--- config.mk ---
export PLATFORM = sky130hd
export DESIGN_NAME = clk_div_pwm
export DESIGN_NICKNAME = d
export VERILOG_FILES = /design/src/rtl/clk_div_pwm_pkg.sv /design/src/rtl/clk_div_pwm.sv
export SDC_FILE = /design/constraint.sdc
export NUM_CORES = 1
export LEC_CHECK = 0
export CAP_MARGIN = 20
export CORE_MARGIN = 1
export CORE_UTILIZATION = 40
export DETAILED_ROUTE_END_ITERATION = 16
export PLACE_DENSITY = 0.72
export RECOVER_POWER = 25
export SYNTH_ARGS = -nofsm -noshare
export SYNTH_HDL_FRONTEND = slang
export SYNTH_SLANG_ARGS = --single-unit
--- constraint.sdc ---
create_clock -name clk -period 4 [get_ports clk]
set_input_delay 0.8 -clock clk [delete_from_list [all_inputs] [get_ports clk]]
set_output_delay 0.8 -clock clk [all_outputs]
set_load 0.005 [all_outputs]
--- src/rtl/clk_div_pwm_pkg.sv ---
// ============================================================================
// Module  : clk_div_pwm_pkg
// Brief   : Shared state encoding and limits for the clock divider / PWM.
// Rev     : 1.0  initial release
// ============================================================================
`default_nettype none

package clk_div_pwm_pkg;

    typedef enum logic [0:0] {
        ST_IDLE = 1'b0,
        ST_RUN  = 1'b1
    } state_e;

    // Shortest period that still yields a distinguishable high and low phase.
    localparam int unsigned MIN_PERIOD = 2;

endpackage

`default_nettype wire

--- src/rtl/clk_div_pwm.sv ---
// ============================================================================
// Module  : clk_div_pwm
// Brief   : Programmable clock divider / PWM generator.
//           Configuration changes are double-buffered and take effect only
//           at a period boundary.
// Rev     : 1.0  initial release
// ============================================================================
`default_nettype none

module clk_div_pwm
    import clk_div_pwm_pkg::*;
#(
    parameter int unsigned WIDTH      = 16,
    parameter int unsigned DEF_PERIOD = 10,
    parameter int unsigned DEF_HIGH   = 5
) (
    input  logic             clk,
    input  logic             rst,
    input  logic             en,
    input  logic             cfg_valid,
    input  logic [WIDTH-1:0] cfg_period,
    input  logic [WIDTH-1:0] cfg_high,
    output logic             cfg_ready,
    output logic             cfg_err,
    output logic             clk_out,
    output logic             period_tick,
    output logic [WIDTH-1:0] cnt
);

    state_e           state_q, state_d;
    logic [WIDTH-1:0] cnt_q, cnt_d;
    logic             clk_out_q, clk_out_d;
    logic             tick_q, tick_d;
    logic             err_q, err_d;
    logic [WIDTH-1:0] per_act_q, per_act_d;
    logic [WIDTH-1:0] high_act_q, high_act_d;
    logic [WIDTH-1:0] pend_per_q, pend_per_d;
    logic [WIDTH-1:0] pend_high_q, pend_high_d;
    logic             pend_vld_q, pend_vld_d;

    logic             w_accept;
    logic             w_last;
    logic             w_bound;

    always_comb begin
        state_d     = state_q;
        cnt_d       = cnt_q;
        per_act_d   = per_act_q;
        high_act_d  = high_act_q;
        pend_per_d  = pend_per_q;
        pend_high_d = pend_high_q;
        pend_vld_d  = pend_vld_q;
        err_d       = 1'b0;

        w_accept = cfg_valid && !pend_vld_q;
        w_last   = (cnt_q == per_act_q - WIDTH'(1));
        w_bound  = en && ((state_q == ST_IDLE) || w_last);

        // Apply uses the slot as it was before this edge; an offer accepted on
        // the same edge can only land when the slot was empty, so it waits.
        if (w_bound && pend_vld_q) begin
            per_act_d  = pend_per_q;
            high_act_d = pend_high_q;
            pend_vld_d = 1'b0;
        end

        if (w_accept) begin
            if (cfg_period < WIDTH'(MIN_PERIOD)) begin
                err_d = 1'b1;
            end else begin
                pend_per_d  = cfg_period;
                pend_high_d = cfg_high;
                pend_vld_d  = 1'b1;
            end
        end

        if (en) begin
            state_d = ST_RUN;
            cnt_d   = ((state_q == ST_RUN) && !w_last) ? cnt_q + WIDTH'(1) : '0;
        end else begin
            state_d = ST_IDLE;
            cnt_d   = '0;
        end

        // Outputs are derived from next-cycle values so they stay aligned with cnt.
        clk_out_d = en && (cnt_d < high_act_d);
        tick_d    = en && (cnt_d == per_act_d - WIDTH'(1));
    end

    always_ff @(posedge clk) begin
        if (rst) begin
            state_q     <= ST_IDLE;
            cnt_q       <= '0;
            clk_out_q   <= 1'b0;
            tick_q      <= 1'b0;
            err_q       <= 1'b0;
            per_act_q   <= WIDTH'(DEF_PERIOD);
            high_act_q  <= WIDTH'(DEF_HIGH);
            pend_per_q  <= '0;
            pend_high_q <= '0;
            pend_vld_q  <= 1'b0;
        end else begin
            state_q     <= state_d;
            cnt_q       <= cnt_d;
            clk_out_q   <= clk_out_d;
            tick_q      <= tick_d;
            err_q       <= err_d;
            per_act_q   <= per_act_d;
            high_act_q  <= high_act_d;
            pend_per_q  <= pend_per_d;
            pend_high_q <= pend_high_d;
            pend_vld_q  <= pend_vld_d;
        end
    end

    assign cfg_ready   = !pend_vld_q;
    assign cfg_err     = err_q;
    assign clk_out     = clk_out_q;
    assign period_tick = tick_q;
    assign cnt         = cnt_q;

endmodule

`default_nettype wire

Word level (Yosys, flattened, before mapping). Index checks and enable logic that the tools add are counted.

Mux-type cells: 9. Add/sub/neg operators: 3. Reduce and logical (&&, ||, !) cells: 11. Bitwise logic cells: 3. Eq/ne operators: 2. Order comparisons: 2.

Operators with widths (count): 16-bit two-way mux (4); 16-bit equality test (2); 16-bit by 1-bit subtractor with 16-bit output, second input constant (2); 16-bit by 1-bit adder with 16-bit output, second input constant (1); 16-bit less-than comparator (1); 16-bit by 2-bit less-than comparator with 1-bit output, second input constant (1); 1-bit logical AND (6); 1-bit two-way mux (5); 1-bit inverter (3); 1-bit zero test (2); 2-bit AND reduction (1); 2-bit OR reduction (1); 1-bit logical OR (1).

Register bits after elaboration: 85. Word-level logic and storage cells: 40.

Logic depth before layout (Yosys ltp). Gate-level depths: netlist of the first run.

Depth in word-level cells: 9. Mapped depth: 24.

Worst setup path after synthesis of the first run. No wires, ideal clock.

Kind: register to register. From: register per_act_q[7]. To: register clk_out_q (netlist: clk_out). Arrival: 4159 ps. Path buffers: 5. Data required time: 3941 ps. Setup time: 59 ps. Slack: -217 ps. Stages on the path, launching flop included: 19. Clock period less this slack: 4217 ps. Path through: dfxtp_1 > nor4_4 > nand4b_2 > or4_4 > a211oi_2 > nand3_1 > o21a_1 > buf_6 > buf_8 > buf_6 > buf_2 > clkbuf_1 > mux2i_1 > ha_1 > and4_1 > a21oi_1 > nand2_1 > a2111oi_0 > o211a_1.

Longest elaborated chain between the ends: 8. Elaborated cells between the ends (all ways): 12. Those cells by class: add/sub: 1; order compare: 1; eq/ne: 1; mux: 3; reduce/logical: 6.

Ends and longest elaborated chain: start: declaration (line clk_div_pwm.sv:35) `logic [WIDTH-1:0] per_act_q, per_act_d;`; start signal: assignment (line clk_div_pwm.sv:97) `per_act_q <= WIDTH'(DEF_PERIOD);`; start signal: assignment (line clk_div_pwm.sv:108) `per_act_q <= per_act_d;`; 16-bit by 1-bit subtractor with 16-bit output * (line clk_div_pwm.sv:56) `w_last = (cnt_q == per_act_q - WIDTH'(1));`; 16-bit equality test * (line clk_div_pwm.sv:56); 1-bit zero test or 1-bit logical OR (tied branches) (line clk_div_pwm.sv:79, clk_div_pwm.sv:57); 1-bit logical AND, on equally long branches (line clk_div_pwm.sv:79, clk_div_pwm.sv:57); 16-bit two-way mux or 1-bit logical AND (tied branches) (line clk_div_pwm.sv:79, clk_div_pwm.sv:61); 16-bit two-way mux, on equally long branches (line clk_div_pwm.sv:77, clk_div_pwm.sv:61); 16-bit less-than comparator * (line clk_div_pwm.sv:86) `clk_out_d = en && (cnt_d < high_act_d);`; 1-bit logical AND * (line clk_div_pwm.sv:86); end signal: assignment (line clk_div_pwm.sv:105) `clk_out_q <= clk_out_d;`; end: declaration (line clk_div_pwm.sv:32) `logic clk_out_q, clk_out_d;`.

Mark *: on every way between the ends. The rest lies on a longest branch, timed or not. A chain may end at the register's enable or synchronous reset.

Worst setup path after layout of the first run.
From: register per_act_q[7]. To: register tick_q (netlist: period_tick).

Longest elaborated chain between the ends: 9. Elaborated cells between the ends (all ways): 13. Those cells by class: add/sub: 2; eq/ne: 2; mux: 3; reduce/logical: 6.

Ends and longest elaborated chain: 16-bit by 1-bit subtractor with 16-bit output (line clk_div_pwm.sv:56); 16-bit equality test (line clk_div_pwm.sv:56); 1-bit logical OR (line clk_div_pwm.sv:57) `w_bound = en && ((state_q == ST_IDLE) || w_last);`; 1-bit logical AND (line clk_div_pwm.sv:57); 1-bit logical AND (line clk_div_pwm.sv:61) `if (w_bound && pend_vld_q) begin`; 16-bit two-way mux (line clk_div_pwm.sv:61); 16-bit by 1-bit subtractor with 16-bit output (line clk_div_pwm.sv:87) `tick_d = en && (cnt_d == per_act_d - WIDTH'(1));`; 16-bit equality test * (line clk_div_pwm.sv:87); 1-bit logical AND * (line clk_div_pwm.sv:87); end signal: assignment (line clk_div_pwm.sv:106) `tick_q <= tick_d;`; end: declaration (line clk_div_pwm.sv:33) `logic tick_q, tick_d;`.

Marks and branches as above.

==> results of run 1 <==
-- worst register-to-register path: stages (launching register included) --
cell	delay [ns]
dfxtp_1	0.36
nor4_4	0.35
nand4b_4	0.16
or4_4	0.55
a211oi_2	0.22
nand3_1	0.15
o21a_4	0.32
mux2i_2	0.22
ha_2	0.25
nand2_1	0.09
xnor2_2	0.14
mux2i_1	0.21
xnor2_1	0.09
or3_4	0.34
nor4_2	0.13
and4b_1	0.20
-- logic make-up after synthesis --
logic type,count (synthesis),synth area share
AO/OA/AOI/OAI,94,0.1189
XOR/XNOR,52,0.09613
adder cells (fa/ha/maj),18,0.04614
buffers and inverters,42,0.03947
flip-flops,85,0.3486
multiplexers,36,0.07408
AND/OR/NAND/NOR,275,0.2766
-- worst max path at each step --
stage          slack, ns          end  cells past startpoint
6_report            0.16  period_tick                     15
5_1_grt            -0.04  period_tick                     15
4_1_cts             0.02  period_tick                     15
3_5_place_dp       -0.04      clk_out                     16
3_3_place_gp       -0.02  period_tick                     14
2_1_floorplan     0.0003      clk_out                     19
-- flip-flops by register name, indices dropped and copies added (netlist names) --
| name | flops |
|---|---|
| per_act_q | 16 |
| cnt | 16 |
| high_act_q | 16 |
| pend_per_q | 16 |
| pend_vld_q | 1 |
| state_q | 1 |
| pend_high_q | 16 |
| clk_out | 1 |
| period_tick | 1 |
| cfg_err | 1 |
-- report_power, final --
group	leakage (nW)	internal [W]	switching, W
Combinational	1.67	0.000128	0.000144
Sequential	0.693	0.000874	0.0000281
Clock	0.143	0.000440	0.000383
-- area by class of cell --
| cell class | count | area share |
|---|---|---|
| multi-input combinational | 475 | 0.5065 |
| sequential | 85 | 0.2785 |
| timing repair buffer | 89 | 0.1349 |
| clock buffer | 10 | 0.03739 |
| tap | 143 | 0.02922 |
| clock inverter | 6 | 0.009808 |
| inverter | 6 | 0.003678 |
-- per-stage QoR --
stage	setup slack [ns]	cells	utilization	instance area (µm²)	hold slack [ns]
after CTS	0.01763	809	0.5126	5978	0.4585
after detailed placement	-0.04241	793	0.4864	5673	0.4485
after global placement	-0.02297	793	0.4864	5673	0.4432
final	0.1633	814	0.5251	6123	0.4585
after floorplan	0.0003446	602	-	4905	0.4300
after global routing	-0.03624	814	0.5251	6123	0.4787
-- timing repair --
| action | 4_1_cts | 5_1_grt |
|---|---|---|
| pin swaps | 0 | 6 |
| setup buffers | 0 | 4 |
| resized for setup | 4 | 22 |
| endpoints found under the setup margin | 2 | 2 |
-- cell usage in the layout (no fill, tap or decap), drive strengths merged, types with 3 or more instances in the layout --
cell	count
a211oi	3
a21oi	47
and3	6
buf	33
clkbuf	12
clkdlybuf4s50	33
dfxtp	85
dlygate4sd3	21
ha	18
inv	11
mux2i	35
nand2	95
nand2b	4
nand3	20
nand3b	3
nand4	6
nand4b	7
nor2	61
nor2b	6
nor3	33
nor3b	4
nor4	6
o21a	3
o21ai	16
o41ai	3
or2	3
or3	10
or4	3
xnor2	27
xor2	24
-- metal layers --
metal	wire length (µm)	vias up	share of wire	track usage
met2	6409	147	0.47	0.3665
met3	934	11	0.068	0.05238
met5	0	-	0	0
met1	6197	2216	0.45	0.2947
met4	208	0	0.015	0.06400
li1	-	2243	-	-
==> impl_metrics.py, run 1 <==
metrics = {
    "hold_path": {
        "hold_path_depth": 2,
        "min_path_type": "register to register",
        "min-delay-start": "pend_high_q[12]",
        "worstHoldEndpoint": "pend_high_q[12]",
    },
    "sta": {
        "tns_ns": 0,
        "max_freq_ghz": 0.2606,
        "maxSlewHeadroom": 0.1043,
        "final-setup-viol-count": 0,
        "timing.final.crit_share": 0.9592,
        "drv_slew": 0,
        "timing.final.hold_violations": 0,
        "tightest_slew_ns": 1.344,
        "min_period_ns": 3.837,
        "fin_skew_ns": 0.01062,
    },
    "yosys": {
        "synthTopCellsByCount": "nand2_1, dfxtp_1, nor2_1",
        "synth.most_common_cell": "nand2_1",
        "ys.flop_type": "dfxtp_1",
        "synthesis.area_mm2": 0.004881,
        "ys.warnings.count": 0,
        "synth.distinct_cells": 62,
        "synth_top_cell_by_area": "dfxtp_1",
        "syn_nets": 656,
        "synthTopCellsByArea": "dfxtp_1, nand2_1, mux2i_1, xnor2_1, a21oi_1",
        "async_flop_share": 0,
        "synth_area_per_cell_um2": 8.108,
        "syn_inst": 602,
        "ys_seq_elements": 85,
        "yosysSeqAreaShare": 0.3486,
        "synth-edff-count": 0,
        "yosys.area.top_type_share": 0.3486,
    },
    "critical_path": {
        "critPathMaxFanout": 6,
        "r2r-end": "period_tick",
        "critPathCaptureType": "register",
        "reg2reg_depth": 15,
        "cp_top_family": "simple AND/OR/NAND/NOR gates",
        "worstSetupPathType": "register to register",
        "crit_buf_inv": 0,
        "crit_arrival_ns": 4.13,
        "slowest_delay_ns": 0.55,
        "start_kind": "register",
        "critPathLaunch": "per_act_q[7]",
        "crit_slowest_cell": "or4_4",
        "crit_path_cell_trace": "nor4_4 -> nand4b_4 -> or4_4 -> a211oi_2 -> nand3_1 -> o21a_4 -> mux2i_2 -> ha_2 -> nand2_1 -> xnor2_2 -> mux2i_1 -> xnor2_1 -> or3_4 -> nor4_2 -> and4b_1",
        "worstPathRequired_ns": 4.29,
        "reg2reg_slack_ns": 0.16,
        "reg2reg_from": "per_act_q[7]",
    },
    "clock_tree": {
        "ctsHoldBuffers": 0,
        "cts_buffer_depth": 2,
        "clkTransAtPathRegs_ns": 0.07,
        "cts_root_buffer": "clkbuf_16",
        "tritoncts": "built",
        "cts_inserted_buffers": 9,
        "h-tree-depth": 3,
        "cts.sinks": 85,
        "clk_latency_ns": 0.35,
    },
    "drt": {
        "drc": 0,
        "vias": 4617,
        "dr.pass1.iters": 5,
        "drt-wirelength-per-cell_um": 16.89,
        "drt-vias-per-instance": 5.672,
        "routed_wirelength_mm": 13.75,
        "drt_iter0_markers": 389,
        "drtAntennaViolNets": 0,
    },
    "placement": {
        "place_congestion": 0.9589,
        "io_buffer_count": 55,
        "place_hpwl_mm": 10.35,
    },
    "final_layout": {
        "layout.nets": 720,
        "area_delta_synth_final_pct": 25.45,
        "drive_above_1_share": 0.1207,
        "antenna_cells": 0,
        "seq_area_mm2": 0.001705,
        "multi_input_area_mm2": 0.003102,
        "fillers": 1087,
    },
    "power_and_ir_drop": {
        "p_per_area_mw_per_mm2": 326.2,
        "vdd_drop_max_mv": 0.2245,
        "leakagePower_nw": 2.508,
        "total_power_w": 0.001998,
    },
    "die": {
        "initial_core_util": 0.4185,
        "die_area_mm2": 0.01265,
        "io_pins": 56,
        "core_area_mm2": 0.01166,
        "fp.dieH_um": 112.5,
        "rows": 39,
        "die_w_um": 112.5,
    },
    "grt": {
        "first_global_vias": 4371,
        "antenna_found_initial": 0,
        "grt_max_degree": 50,
        "overflow": 0,
        "grt_pass1_wl_mm": 22.22,
        "grtUsageTotal": 0.2241,
    },
    "flow_run": {
        "maxCapViolations": 0,
    },
    "outcome": {
        "status": "complete, no violations",
    },
}
Power figures use the tool's default switching activity.
==> inputs of run 2 (changes only) <==
--- a/config.mk
+++ b/config.mk
@@ -5,11 +5,12 @@
 export SDC_FILE = /design/constraint.sdc
 export NUM_CORES = 1
 export LEC_CHECK = 0
-export CAP_MARGIN = 20
+export CAP_MARGIN = 10
 export CORE_MARGIN = 1
 export CORE_UTILIZATION = 40
 export DETAILED_ROUTE_END_ITERATION = 16
-export PLACE_DENSITY = 0.72
+export DONT_BUFFER_PORTS = 1
+export PLACE_DENSITY = 0.67
 export RECOVER_POWER = 25
 export SYNTH_ARGS = -nofsm -noshare
 export SYNTH_HDL_FRONTEND = slang
==> run 2 against run 1 <==
Design area shrank 9.3%. Routed wire length decreased by 2.5%. Via count down 6.1%. Global-route usage is 0.34 points lower. Sequential cell count stayed put. Sequential power is essentially flat. Sequential share of layout area grew 2.9 points. Clock skew decreased by 0.0019 ns. Critical path depth stayed put. Die area unchanged. Setup slack worse by 0.036 ns. Largest power group unchanged.
==> impl_metrics.py, run 2 (same netlist as run 1, synthesis figures left out) <==
metrics = {
    "outcome": {
        "status": "complete, no violations",
    },
    "hold_path": {
        "hold_path_depth": 2,
        "min-delay-start": "pend_high_q[3]",
        "min_path_type": "register to register",
        "worstHoldEndpoint": "pend_high_q[3]",
    },
    "drt": {
        "drtAntennaViolNets": 0,
        "routed_wirelength_mm": 13.40,
        "vias": 4335,
        "drt-wirelength-per-cell_um": 17.68,
        "drt-vias-per-instance": 5.719,
        "dr.pass1.iters": 5,
        "drt_iter0_markers": 313,
        "drc": 0,
    },
    "grt": {
        "grt_max_degree": 85,
        "grtUsageTotal": 0.2206,
        "antenna_found_initial": 0,
        "first_global_vias": 4174,
        "overflow": 0,
        "grt_pass1_wl_mm": 21.56,
    },
    "critical_path": {
        "crit_top_cell": "buf_4",
        "r2r-end": "period_tick",
        "reg2reg_slack_ns": 0.13,
        "worstPathRequired_ns": 4.30,
        "critPathCaptureType": "register",
        "cp_top_family": "simple AND/OR/NAND/NOR gates",
        "reg2reg_from": "per_act_q[1]",
        "slowest_delay_ns": 0.44,
        "worstSetupPathType": "register to register",
        "crit_slowest_cell": "dfxtp_1",
        "reg2reg_depth": 15,
        "critPathMaxFanout": 9,
        "crit_path_cell_trace": "inv_1 -> ha_1 -> buf_4 -> xor2_1 -> o21ai_0 -> a221o_1 -> nand3_1 -> o211ai_2 -> buf_6 -> buf_4 -> nor2_1 -> xnor3_1 -> or3_1 -> nor4_1 -> and4b_1",
        "start_kind": "register",
        "crit_arrival_ns": 4.17,
        "crit_buf_inv": 4,
    },
    "sta": {
        "final-setup-viol-count": 0,
        "tightest_slew_ns": 1.119,
        "min_period_ns": 3.872,
        "fin_skew_ns": 0.008696,
        "tns_ns": 0,
        "timing.final.crit_share": 0.9681,
        "max_freq_ghz": 0.2582,
        "timing.final.hold_violations": 0,
        "maxSlewHeadroom": 0.2518,
        "drv_slew": 0,
    },
    "clock_tree": {
        "cts_inserted_buffers": 9,
        "tritoncts": "built",
        "cts_root_buffer": "clkbuf_16",
        "cts_buffer_depth": 2,
        "clk_latency_ns": 0.36,
        "h-tree-depth": 3,
        "ctsHoldBuffers": 0,
        "clkTransAtPathRegs_ns": 0.07,
        "cts.sinks": 85,
    },
    "die": {
        "core_area_mm2": 0.01166,
        "die_area_mm2": 0.01265,
        "die_w_um": 112.5,
        "io_pins": 56,
        "fp.dieH_um": 112.5,
        "initial_core_util": 0.4185,
        "rows": 39,
    },
    "final_layout": {
        "antenna_cells": 0,
        "drive_above_1_share": 0.1220,
        "final_cell_mix": "nand2_1, dfxtp_1, nor2_1",
        "area_delta_synth_final_pct": 13.84,
        "layout.nets": 664,
        "seq_area_mm2": 0.001708,
        "fillers": 1138,
        "multi_input_area_mm2": 0.003074,
        "post-route-util": 0.4765,
        "final_common_cell": "nand2_1",
    },
    "power_and_ir_drop": {
        "leakagePower_nw": 2.226,
        "p_per_area_mw_per_mm2": 356.6,
        "vdd_drop_max_mv": 0.2913,
    },
    "placement": {
        "io_buffer_count": 0,
        "place_congestion": 0.9826,
        "place_hpwl_mm": 9.962,
    },
    "flow_run": {
        "maxCapViolations": 0,
    },
}
-- run 2: cell types whose count changed in the layout (fill, tap and decap cells not counted), moves of 2 or more --
cell,change
dlygate4sd3_1,-21
clkdlybuf4s50_1,-33
buf_6,+2
mux2i_1,+2
buf_4,-5
mux2i_2,-2
-- run 2: worst max path at each step --
stage / from / end / slack, ns / cells past startpoint
3_5_place_dp: per_act_q[0] / clk_out / 0.07 / 20
3_3_place_gp: per_act_q[0] / clk_out / 0.17 / 20
5_1_grt: per_act_q[6] / period_tick / -0.02 / 14
6_report: per_act_q[1] / period_tick / 0.13 / 15
4_1_cts: per_act_q[0] / clk_out / 0.04 / 20
2_1_floorplan: per_act_q[9] / clk_out / 0.0003 / 19
-- run 2: worst register-to-register path: stages (launching register included) --
cell      delay (ns)
dfxtp_1         0.44
inv_1           0.08
ha_1            0.22
buf_4           0.17
xor2_1          0.15
o21ai_0         0.11
a221o_1         0.35
nand3_1         0.20
o211ai_2        0.18
buf_6           0.19
buf_4           0.15
nor2_1          0.36
xnor3_1         0.40
or3_1           0.42
nor4_1          0.18
and4b_1         0.23
-- run 2: layer usage --
layer  routed length, µm  vias up  GRT usage
li1                    -     2125          -
met1                6144     2034     0.2951
met2                5988      151     0.3453
met3                 982       25    0.05670
met4                 284        0    0.07467
met5                   0        -          0
-- run 2: layout make-up --
class / instances / share of cell area
clock buffers: 9 / 0.04053
multi-input cells: 475 / 0.5533
flip-flops and latches: 85 / 0.3074
inverters: 6 / 0.004053
clock inverters: 7 / 0.01486
well taps: 143 / 0.03220
repair buffers: 33 / 0.04774
-- run 2: stage by stage --
stage	cell area [µm²]	std cells	total power [W]	hold slack, ns	setup WS (ns)
final	5557	758	0.001981	0.4525	0.1276
after detailed placement	5110	734	0.001115	0.4368	0.06523
after global routing	5557	758	0.002061	0.4744	-0.01721
after global placement	5110	734	0.001109	0.4378	0.1677
after floorplan	4905	602	0.001073	0.4300	0.0003446
after CTS	5418	750	0.001981	0.4547	0.03734
-- run 2: what timing repair did --
item | CTS | global route
gates resized for setup | 0 | 24
buffers inserted | 0 | 8
setup endpoints to repair | 0 | 2
-- run 2: power breakdown --
part	internal, W	switching (W)	total (W)
Combinational	0.0000912	0.000114	0.000206
Clock	0.000494	0.000377	0.000871
Sequential	0.000874	0.0000309	0.000904
Total	0.00146	0.000522	0.00198
